File: src/rtl/shift_pkg.sv
// Shared definitions for the sequential shifter: op encodings, FSM states
// and the datapath width. Rotate support is enabled by SHIFT_SEQ_ROTATE_EN.
package shift_pkg;

    localparam int XLEN = 64;

    // op[1:0] encodings; op[OP_WORD_BIT] selects the 32-bit word form
    localparam logic [1:0] OP_SLL = 2'd0;
    localparam logic [1:0] OP_SRL = 2'd1;
    localparam logic [1:0] OP_SRA = 2'd2;
    localparam logic [1:0] OP_ROR = 2'd3;
    localparam int OP_WORD_BIT = 2;

    typedef enum logic [1:0] {
        ST_IDLE  = 2'd0,
        ST_SHIFT = 2'd1,
        ST_DONE  = 2'd2
    } state_t;

    // Word-form results are always sign-extended from bit 31
    function automatic logic [XLEN-1:0] sext32(input logic [XLEN-1:0] v);
        return {{(XLEN-32){v[31]}}, v[31:0]};
    endfunction

endpackage

File: src/rtl/shift_step.sv
// Single combinational shift step: moves the accumulator by 1 or STEP bits.
// Rotate mode (32- or 64-bit) exists only when SHIFT_SEQ_ROTATE_EN is defined.
module shift_step
    import shift_pkg::*;
#(
    parameter int STEP = 8
) (
    input  logic [XLEN-1:0] acc_i,
    input  logic            big_i,
    input  logic [1:0]      mode_i,
`ifdef SHIFT_SEQ_ROTATE_EN
    input  logic            word_i,
`endif
    output logic [XLEN-1:0] acc_o
);

    logic [6:0] amt;
`ifdef SHIFT_SEQ_ROTATE_EN
    logic [31:0] lo;
    logic [31:0] lo_rot;
`endif

    // Select the step size and apply one shift/rotate of that size
    always_comb begin
        amt   = big_i ? 7'(STEP) : 7'd1;
`ifdef SHIFT_SEQ_ROTATE_EN
        lo     = acc_i[31:0];
        lo_rot = (lo >> amt) | (lo << (7'd32 - amt));
`endif
        case (mode_i)
            OP_SRL:  acc_o = acc_i >> amt;
            OP_SRA:  acc_o = $unsigned($signed(acc_i) >>> amt);
`ifdef SHIFT_SEQ_ROTATE_EN
            // Word rotate keeps the upper half clear; sign extension happens
            // once, when the result is formed.
            OP_ROR:  acc_o = word_i ? {32'b0, lo_rot}
                                    : (acc_i >> amt) | (acc_i << (7'd64 - amt));
`endif
            default: acc_o = acc_i << amt;
        endcase
    end

endmodule

File: src/rtl/shift_seq.sv
// Multi-cycle RV64 shift unit (SLL/SRL/SRA and word forms) with valid/ready
// on issue and writeback. Shifts up to STEP bits per cycle.
// Define SHIFT_SEQ_ROTATE_EN to turn op[1:0]==3 into ROR/RORW; otherwise
// that encoding behaves as SLL/SLLW.
module shift_seq
    import shift_pkg::*;
#(
    parameter int XLEN = 64,   // only 64 is supported
    parameter int STEP = 8     // power of two, 2..32
) (
    input  logic            clk,
    input  logic            rst,
    input  logic            in_valid,
    output logic            in_ready,
    input  logic [2:0]      op,
    input  logic [XLEN-1:0] in0,
    input  logic [XLEN-1:0] in1,
    input  logic            flush,
    output logic            out_valid,
    input  logic            out_ready,
    output logic [XLEN-1:0] result
);

    state_t          state_q, state_d;
    logic [XLEN-1:0] acc_q, acc_d;
    logic [XLEN-1:0] result_q, result_d;
    logic [5:0]      cnt_q, cnt_d;
    logic [1:0]      mode_q, mode_d;
    logic            word_q, word_d;
    logic            in_ready_q, in_ready_d;
    logic            out_valid_q, out_valid_d;

    logic            step_big;
    logic [5:0]      step_amt;
    logic [XLEN-1:0] step_acc;
    logic [5:0]      shamt;
    logic            unused_in1;

    // Only the low shift-amount bits of in1 matter
    assign unused_in1 = ^in1[XLEN-1:6];

    assign step_big = (cnt_q >= 6'(STEP));
    assign step_amt = step_big ? 6'(STEP) : 6'd1;

    shift_step #(.STEP(STEP)) u_step (
        .acc_i  (acc_q),
        .big_i  (step_big),
        .mode_i (mode_q),
`ifdef SHIFT_SEQ_ROTATE_EN
        .word_i (word_q),
`endif
        .acc_o  (step_acc)
    );

    // Next-state, datapath and registered-output computation
    always_comb begin
        state_d     = state_q;
        acc_d       = acc_q;
        result_d    = result_q;
        cnt_d       = cnt_q;
        mode_d      = mode_q;
        word_d      = word_q;
        in_ready_d  = in_ready_q;
        out_valid_d = out_valid_q;
        shamt       = 6'd0;

        case (state_q)
            ST_IDLE: begin
                if (in_valid && in_ready_q && !flush) begin
`ifdef SHIFT_SEQ_ROTATE_EN
                    mode_d = op[1:0];
`else
                    mode_d = (op[1:0] == OP_ROR) ? OP_SLL : op[1:0];
`endif
                    word_d = op[OP_WORD_BIT];
                    shamt  = word_d ? {1'b0, in1[4:0]} : in1[5:0];
                    if (!word_d)
                        acc_d = in0;
                    else if (mode_d == OP_SRA)
                        acc_d = sext32(in0);
                    else
                        acc_d = {{(XLEN-32){1'b0}}, in0[31:0]};
                    cnt_d      = shamt;
                    in_ready_d = 1'b0;
                    if (shamt == 6'd0) begin
                        state_d     = ST_DONE;
                        out_valid_d = 1'b1;
                        result_d    = word_d ? sext32(acc_d) : acc_d;
                    end else begin
                        state_d = ST_SHIFT;
                    end
                end
            end
            ST_SHIFT: begin
                acc_d = step_acc;
                cnt_d = cnt_q - step_amt;
                if (cnt_d == 6'd0) begin
                    state_d     = ST_DONE;
                    out_valid_d = 1'b1;
                    result_d    = word_q ? sext32(step_acc) : step_acc;
                end
            end
            ST_DONE: begin
                if (out_ready) begin
                    state_d     = ST_IDLE;
                    out_valid_d = 1'b0;
                    in_ready_d  = 1'b1;
                end
            end
            default: begin
                state_d     = ST_IDLE;
                out_valid_d = 1'b0;
                in_ready_d  = 1'b1;
            end
        endcase

        // Flush wins over everything: drop the op and return to IDLE
        if (flush) begin
            state_d     = ST_IDLE;
            cnt_d       = 6'd0;
            out_valid_d = 1'b0;
            in_ready_d  = 1'b1;
        end
    end

    // State and output registers; reset returns immediately to IDLE
    always_ff @(posedge clk or posedge rst) begin
        if (rst) begin
            state_q     <= ST_IDLE;
            acc_q       <= '0;
            result_q    <= '0;
            cnt_q       <= '0;
            mode_q      <= OP_SLL;
            word_q      <= 1'b0;
            in_ready_q  <= 1'b1;
            out_valid_q <= 1'b0;
        end else begin
            state_q     <= state_d;
            acc_q       <= acc_d;
            result_q    <= result_d;
            cnt_q       <= cnt_d;
            mode_q      <= mode_d;
            word_q      <= word_d;
            in_ready_q  <= in_ready_d;
            out_valid_q <= out_valid_d;
        end
    end

    assign in_ready  = in_ready_q;
    assign out_valid = out_valid_q;
    assign result    = result_q;

endmodule

File: config.mk
export PLATFORM = sky130hd
export DESIGN_NAME = shift_seq
export DESIGN_NICKNAME = d
export VERILOG_FILES = /design/src/rtl/shift_pkg.sv /design/src/rtl/shift_step.sv /design/src/rtl/shift_seq.sv
export SDC_FILE = /design/constraint.sdc
export NUM_CORES = 1
export LEC_CHECK = 0
export ABC_CLOCK_PERIOD_IN_PS = 5800
export CORE_MARGIN = 2
export CORE_UTILIZATION = 33
export DETAILED_ROUTE_END_ITERATION = 16
export GPL_ROUTABILITY_DRIVEN = 0
export GPL_TIMING_DRIVEN = 1
export PLACE_DENSITY = 0.52
export SYNTH_ARGS = -nofsm -noshare
export SYNTH_HDL_FRONTEND = slang
export SYNTH_SLANG_ARGS = --single-unit
File: constraint.sdc
create_clock -name clk -period 5.8 [get_ports clk]
set_clock_uncertainty 0.1 [all_clocks]
set_input_delay 0.58 -clock clk [delete_from_list [all_inputs] [get_ports clk]]
set_output_delay 0.58 -clock clk [all_outputs]
set_load 0.05 [all_outputs]
==> impl_metrics.toml, run 1 <==
[run_status]
status = "complete, no violations"

[global_routing]
grt_pass1_wl_um = 44400
grt_antenna_before_repair = 0
grt_pass1_vias = 7354
grtUsageTotal_pct = 20.0
grt_max_degree = 102
overflow = 0

[clock_tree]
clk_latency_ps = 430
htree_levels = 4
clkSinkCount = 141
post_cts_buffers = 0
cts_tree = "built"
cts_resized = 0
cts_made_buffers = 17
cts_hold_buf = 0
clock-root-buffer = "clkbuf_16"
cts_buffer_depth = 2
clk_pin_slew_ps = 70

[worst_setup_path]
reg2regPathDepth = 11
cpMostUsedCell = "buf_4"
cp_num_buf_inv = 3
worstSetupPathType = "reg -> reg"
crit_start = "cnt_q[5]$_DFFE_PP0P_"
ff2ff_setup_slack_ps = 1910
critical_path_required_ps = 6010
cp.arrival_ps = 4100
r2r-end = "result[31]$_DFFE_PP0P_"
r2r_start = "cnt_q[5]$_DFFE_PP0P_"
crit_end = "result[31]$_DFFE_PP0P_"
worst_setup_path_start_kind = "flop"
worst_path_largest_cell_delay_ps = 530
crit_path_top_delay_cell = "buf_4"
crit_fanout = 46
crit_path_end_kind = "flop"
crit_chain = "buf_4, or3_2, buf_4, nor2_1, ha_1, nand2b_1, a211o_1, o2111a_1, a31oi_4, buf_4, mux2_4"
cp.depth = 11
crit_family = "buffers and inverters"

[synth]
yosys.area.top_type = "dfrtp_1"
yosys_warnings = 0
ys.flop_type = "dfrtp_1"
synthTopCellsByCount = "140 x dfrtp_1, 116 x a21oi_1, 62 x clkbuf_1"
synth.area.top_cells = "dfrtp_1 39%, mux2_4 10%, a21oi_1 6.5%"
ys_ff_latch = 141
synth_top_area_share_pct = 39.3
synth_edf_count = 0
avgSynthCellArea_um2 = 10.2
synth_area_mm2 = 0.00892
syn_nets = 1014
synthArstFlopShare_pct = 100
synthCells = 874
seq_area_frac_synth_pct = 39.6
yosysMostFrequentCell = "dfrtp_1"
synthDistinctLibCells = 65

[floorplanning]
core_mm2 = 0.0267
io_pins = 202
start_util_pct = 33.4
rows = 60
die_w_um = 168
die_h_um = 168
die_area_mm2 = 0.0283

[sta]
hold_viol_final = 0
maxSlewHeadroom_pct = 29.9
rsz0062_at_grt = "false"
finalSetupTns_ps = 0
max_freq_mhz = 257
finalMaxSlewViolations = 0
setup_viol_count_final = 0
period_minus_slack_ps = 3890
period_share_pct = 67.0
worst_pin_slew_ps = 1050

[drt]
avgViaCountPerCell = 5.77
routedWlPerCell_um = 21.7
via_count = 7606
drc_errors = 0
drt_first_iter_violations = 859
ant_nets = 0
dr.pass1.iters = 6
wl_um = 28600

[finish]
fillCellCount = 2626
final_area_mm2 = 0.0111
finalCoreUtilization_pct = 41.7
fin_cells = 1318
regArea_mm2 = 0.00353
layout-drive-gt1-share_pct = 16.5
area_growth_pct = 24.9
multi_input_area_mm2 = 0.00498
layout.nets = 1104
antenna_cells = 0

[placed_design]
portBuffers = 143
post-dp-hpwl_um = 19000
dpl.cell_count = 1286
post_dp_cell_area_mm2 = 0.0105

[job]
maxCapViolations = 0

[pwr]
irDropWorstVdd_v = 0.000264
powerDensity_mw_per_mm2 = 473
leakagePower_uw = 0.00482

[hold_path]
hold_depth = 1
hold_path.class = "reg -> reg"
[cell type report]
| cell class | instances | area share (%) |
|---|---|---|
| inverters | 12 | 0.449 |
| clock buffers | 18 | 3.94 |
| multi-input cells | 633 | 44.7 |
| well taps | 341 | 3.83 |
| flip-flops and latches | 141 | 31.7 |
| repair buffers | 159 | 13.9 |
| clock inverters | 14 | 1.43 |
[cells in the final DEF, fill, tap and decap left out, drive strengths merged, types with 24 or more instances in the layout]
cell	n
o31a	27
mux2	96
dfrtp	140
clkdlybuf4s50	143
a21oi	117
nand2b	36
nand2	47
o21ai	25
mux2i	35
a311o	26
a211o	31
o22ai	24
[power by group]
group	switching (uW)	internal (uW)
combinational	1430	1020
clock	485	654
sequential	340	1330
total	2260	3010
[metrics by stage]
step                      power, uW  hold slack [ps]  setup slack (ps)
after floorplan                3330              366              1340
after global placement         4110              393              1900
after detailed placement       4120              392              1890
after CTS                      5280              412              1880
after global routing           5520              421              1670
final                          5270              410              1910
[logic make-up (layout without fill, tap and decap cells)]
kind of cell / after synthesis / after routing / share of synthesized area [%]
DFF: 141 / 141 / 39.6
and+or+nand+nor: 158 / 158 / 9.56
muxes: 131 / 131 / 18.6
buffers and inverters: 100 / 203 / 4.88
adders and majority gates: 4 / 4 / 0.561
xor gates and xnor gates: 2 / 2 / 0.281
AOI/OAI and AO/OA: 338 / 338 / 26.6
[flip-flops by register name (all words and copies together), names as in the netlist]
signal and count:
in_ready 1, mode_q 2, acc_q 64, out_valid 1
word_q 1, state_q 2, cnt_q 6, result 64
[layer usage]
layer | part of all wire (%) | global-route usage [%] | up-vias
li1 | - | - | 3533
met1 | 49 | 30.5 | 3743
met2 | 44 | 29.5 | 309
met3 | 5.8 | 3.27 | 21
met4 | 1.4 | 4.91 | 0
met5 | 0 | 0 | -
[worst min-delay path by stage]
stage / startpoint / to / slack [ps]
final: result[8]$_DFFE_PP0P_ / result[8]$_DFFE_PP0P_ / 410
after global routing: result[57]$_DFFE_PP0P_ / result[57]$_DFFE_PP0P_ / 420
after CTS: result[56]$_DFFE_PP0P_ / result[56]$_DFFE_PP0P_ / 410
after detailed placement: result[16]$_DFFE_PP0P_ / result[16]$_DFFE_PP0P_ / 390
after global placement: result[62]$_DFFE_PP0P_ / result[62]$_DFFE_PP0P_ / 390
after floorplan: acc_q[0]$_DFFE_PP0P_ / acc_q[0]$_DFFE_PP0P_ / 370
No activity file was read; power rests on OpenSTA's default activity.
==> run 2, diff against run 1 <==
--- a/config.mk
+++ b/config.mk
@@ -5,7 +5,7 @@
 export SDC_FILE = /design/constraint.sdc
 export NUM_CORES = 1
 export LEC_CHECK = 0
-export ABC_CLOCK_PERIOD_IN_PS = 5800
+export ABC_CLOCK_PERIOD_IN_PS = 3870
 export CORE_MARGIN = 2
 export CORE_UTILIZATION = 33
 export DETAILED_ROUTE_END_ITERATION = 16
==> constraint.sdc (replaced) <==
create_clock -name clk -period 3.87 [get_ports clk]
set_clock_uncertainty 0.1 [all_clocks]
set_input_delay 0.387 -clock clk [delete_from_list [all_inputs] [get_ports clk]]
set_output_delay 0.387 -clock clk [all_outputs]
set_load 0.05 [all_outputs]
==> impl_metrics.toml, run 2 (same netlist as run 1, synthesis figures left out) <==
[run_status]
status = "complete, no violations"

[sta]
maxSlewHeadroom_pct = 24.0
max_freq_mhz = 302
finalMaxSlewViolations = 0
finalSetupTns_ps = 0
setup_viol_count_final = 0
hold_viol_final = 0
rsz0062_at_grt = "false"
worst_pin_slew_ps = 1140
period_minus_slack_ps = 3310
period_share_pct = 85.7

[drt]
avgViaCountPerCell = 5.79
via_count = 7680
drt_first_iter_violations = 662
dr.pass1.iters = 6
routedWlPerCell_um = 21.7
wl_um = 28700
ant_nets = 0
drc_errors = 0

[floorplanning]
rows = 60
die_w_um = 168
core_mm2 = 0.0267
die_h_um = 168
die_area_mm2 = 0.0283
start_util_pct = 33.4
io_pins = 202

[clock_tree]
cts_made_buffers = 17
htree_levels = 4
cts_hold_buf = 0
clk_latency_ps = 450
post_cts_buffers = 0
cts_resized = 0
clkSinkCount = 141
clk_pin_slew_ps = 70
clock-root-buffer = "clkbuf_16"
cts_buffer_depth = 2
cts_tree = "built"

[pwr]
fin_total_pwr_uw = 7910
leakagePower_uw = 0.00487
irDropWorstVdd_v = 0.000355
powerDensity_mw_per_mm2 = 705

[worst_setup_path]
worst_setup_path_start_kind = "flop"
crit_fanout = 64
cp.arrival_ps = 3540
critical_path_required_ps = 4090
worstSetupPathType = "reg -> reg"
crit_path_end_kind = "flop"

[finish]
fin_cells = 1326
antenna_cells = 0
area_growth_pct = 25.8
layout.nets = 1112
fillCellCount = 2668
final_common_cell = "clkdlybuf4s50_1"
layout_common_cells = "143 x clkdlybuf4s50_1, 140 x dfrtp_1, 116 x a21oi_1"
final_area_mm2 = 0.0112
layout-drive-gt1-share_pct = 17.3

[global_routing]
grtUsageTotal_pct = 20.1
grt_pass1_vias = 7532
grt_max_degree = 88
grt_antenna_before_repair = 0
grt_pass1_wl_um = 44600
overflow = 0

[placed_design]
dpl.cell_count = 1294
post-dp-hpwl_um = 19700
portBuffers = 143
post_dp_cell_area_mm2 = 0.0106

[job]
maxCapViolations = 0

[hold_path]
hold_path.class = "in -> async"
[run 2: metal layers]
metal | GRT usage [%] | wire length, um
met5 | 0 | 0
met4 | 5.10 | 478
met3 | 4.35 | 1750
met2 | 29.5 | 12600
met1 | 29.8 | 13900
[run 2: final cells by class]
class	instances	area, um^2	area share [%]
Sequential cell	141	3530	31.5
Clock inverter	15	166	1.48
Timing Repair Buffer	167	1640	14.6
Multi-Input combinational cell	633	4990	44.4
Inverter	12	48.8	0.435
Clock buffer	17	425	3.79
Tap cell	341	427	3.80
[run 2: worst paths after layout]
| check | startpoint | to | slack, ps | cells after the start |
|---|---|---|---|---|
| min in group clk | result[20]$_DFFE_PP0P_ | result[20]$_DFFE_PP0P_ | 410 | 1 |
| hold / removal | rst | result[27]$_DFFE_PP0P_ | 270 | 2 |
| setup / recovery | cnt_q[3]$_DFFE_PP0P_ | result[32]$_DFFE_PP0P_ | 560 | 9 |
| hold reg to reg | result[20]$_DFFE_PP0P_ | result[20]$_DFFE_PP0P_ | 410 | 1 |
| max in group asynchronous | rst | in_ready$_DFFE_PP1P_ | 2510 | 3 |
| setup reg to reg | cnt_q[3]$_DFFE_PP0P_ | result[32]$_DFFE_PP0P_ | 560 | 9 |
[run 2: critical path: stages (launching register included)]
cell	delay, ps
dfrtp_1	370
or3_2	510
inv_2	80
ha_1	320
or4b_1	530
o22ai_1	190
o2111a_1	320
a31oi_4	120
buf_12	260
mux2_4	350
[run 2: per-stage QoR]
step	setup WS [ps]	hold WS [ps]	util, %
2_1_floorplan	355	366	-
3_3_place_gp	613	391	39.8
3_5_place_dp	604	391	39.8
4_1_cts	591	318	42.0
5_1_grt	460	339	42.0
6_report	555	269	42.0
[run 2: report_power, final]
group	total, uW	leakage, uW	internal (uW)	switching (uW)
registers	2500	0.00182	2000	507
clock network	1690	0.000290	921	772
logic	3710	0.00276	1560	2150
total	7910	0.00487	4470	3430
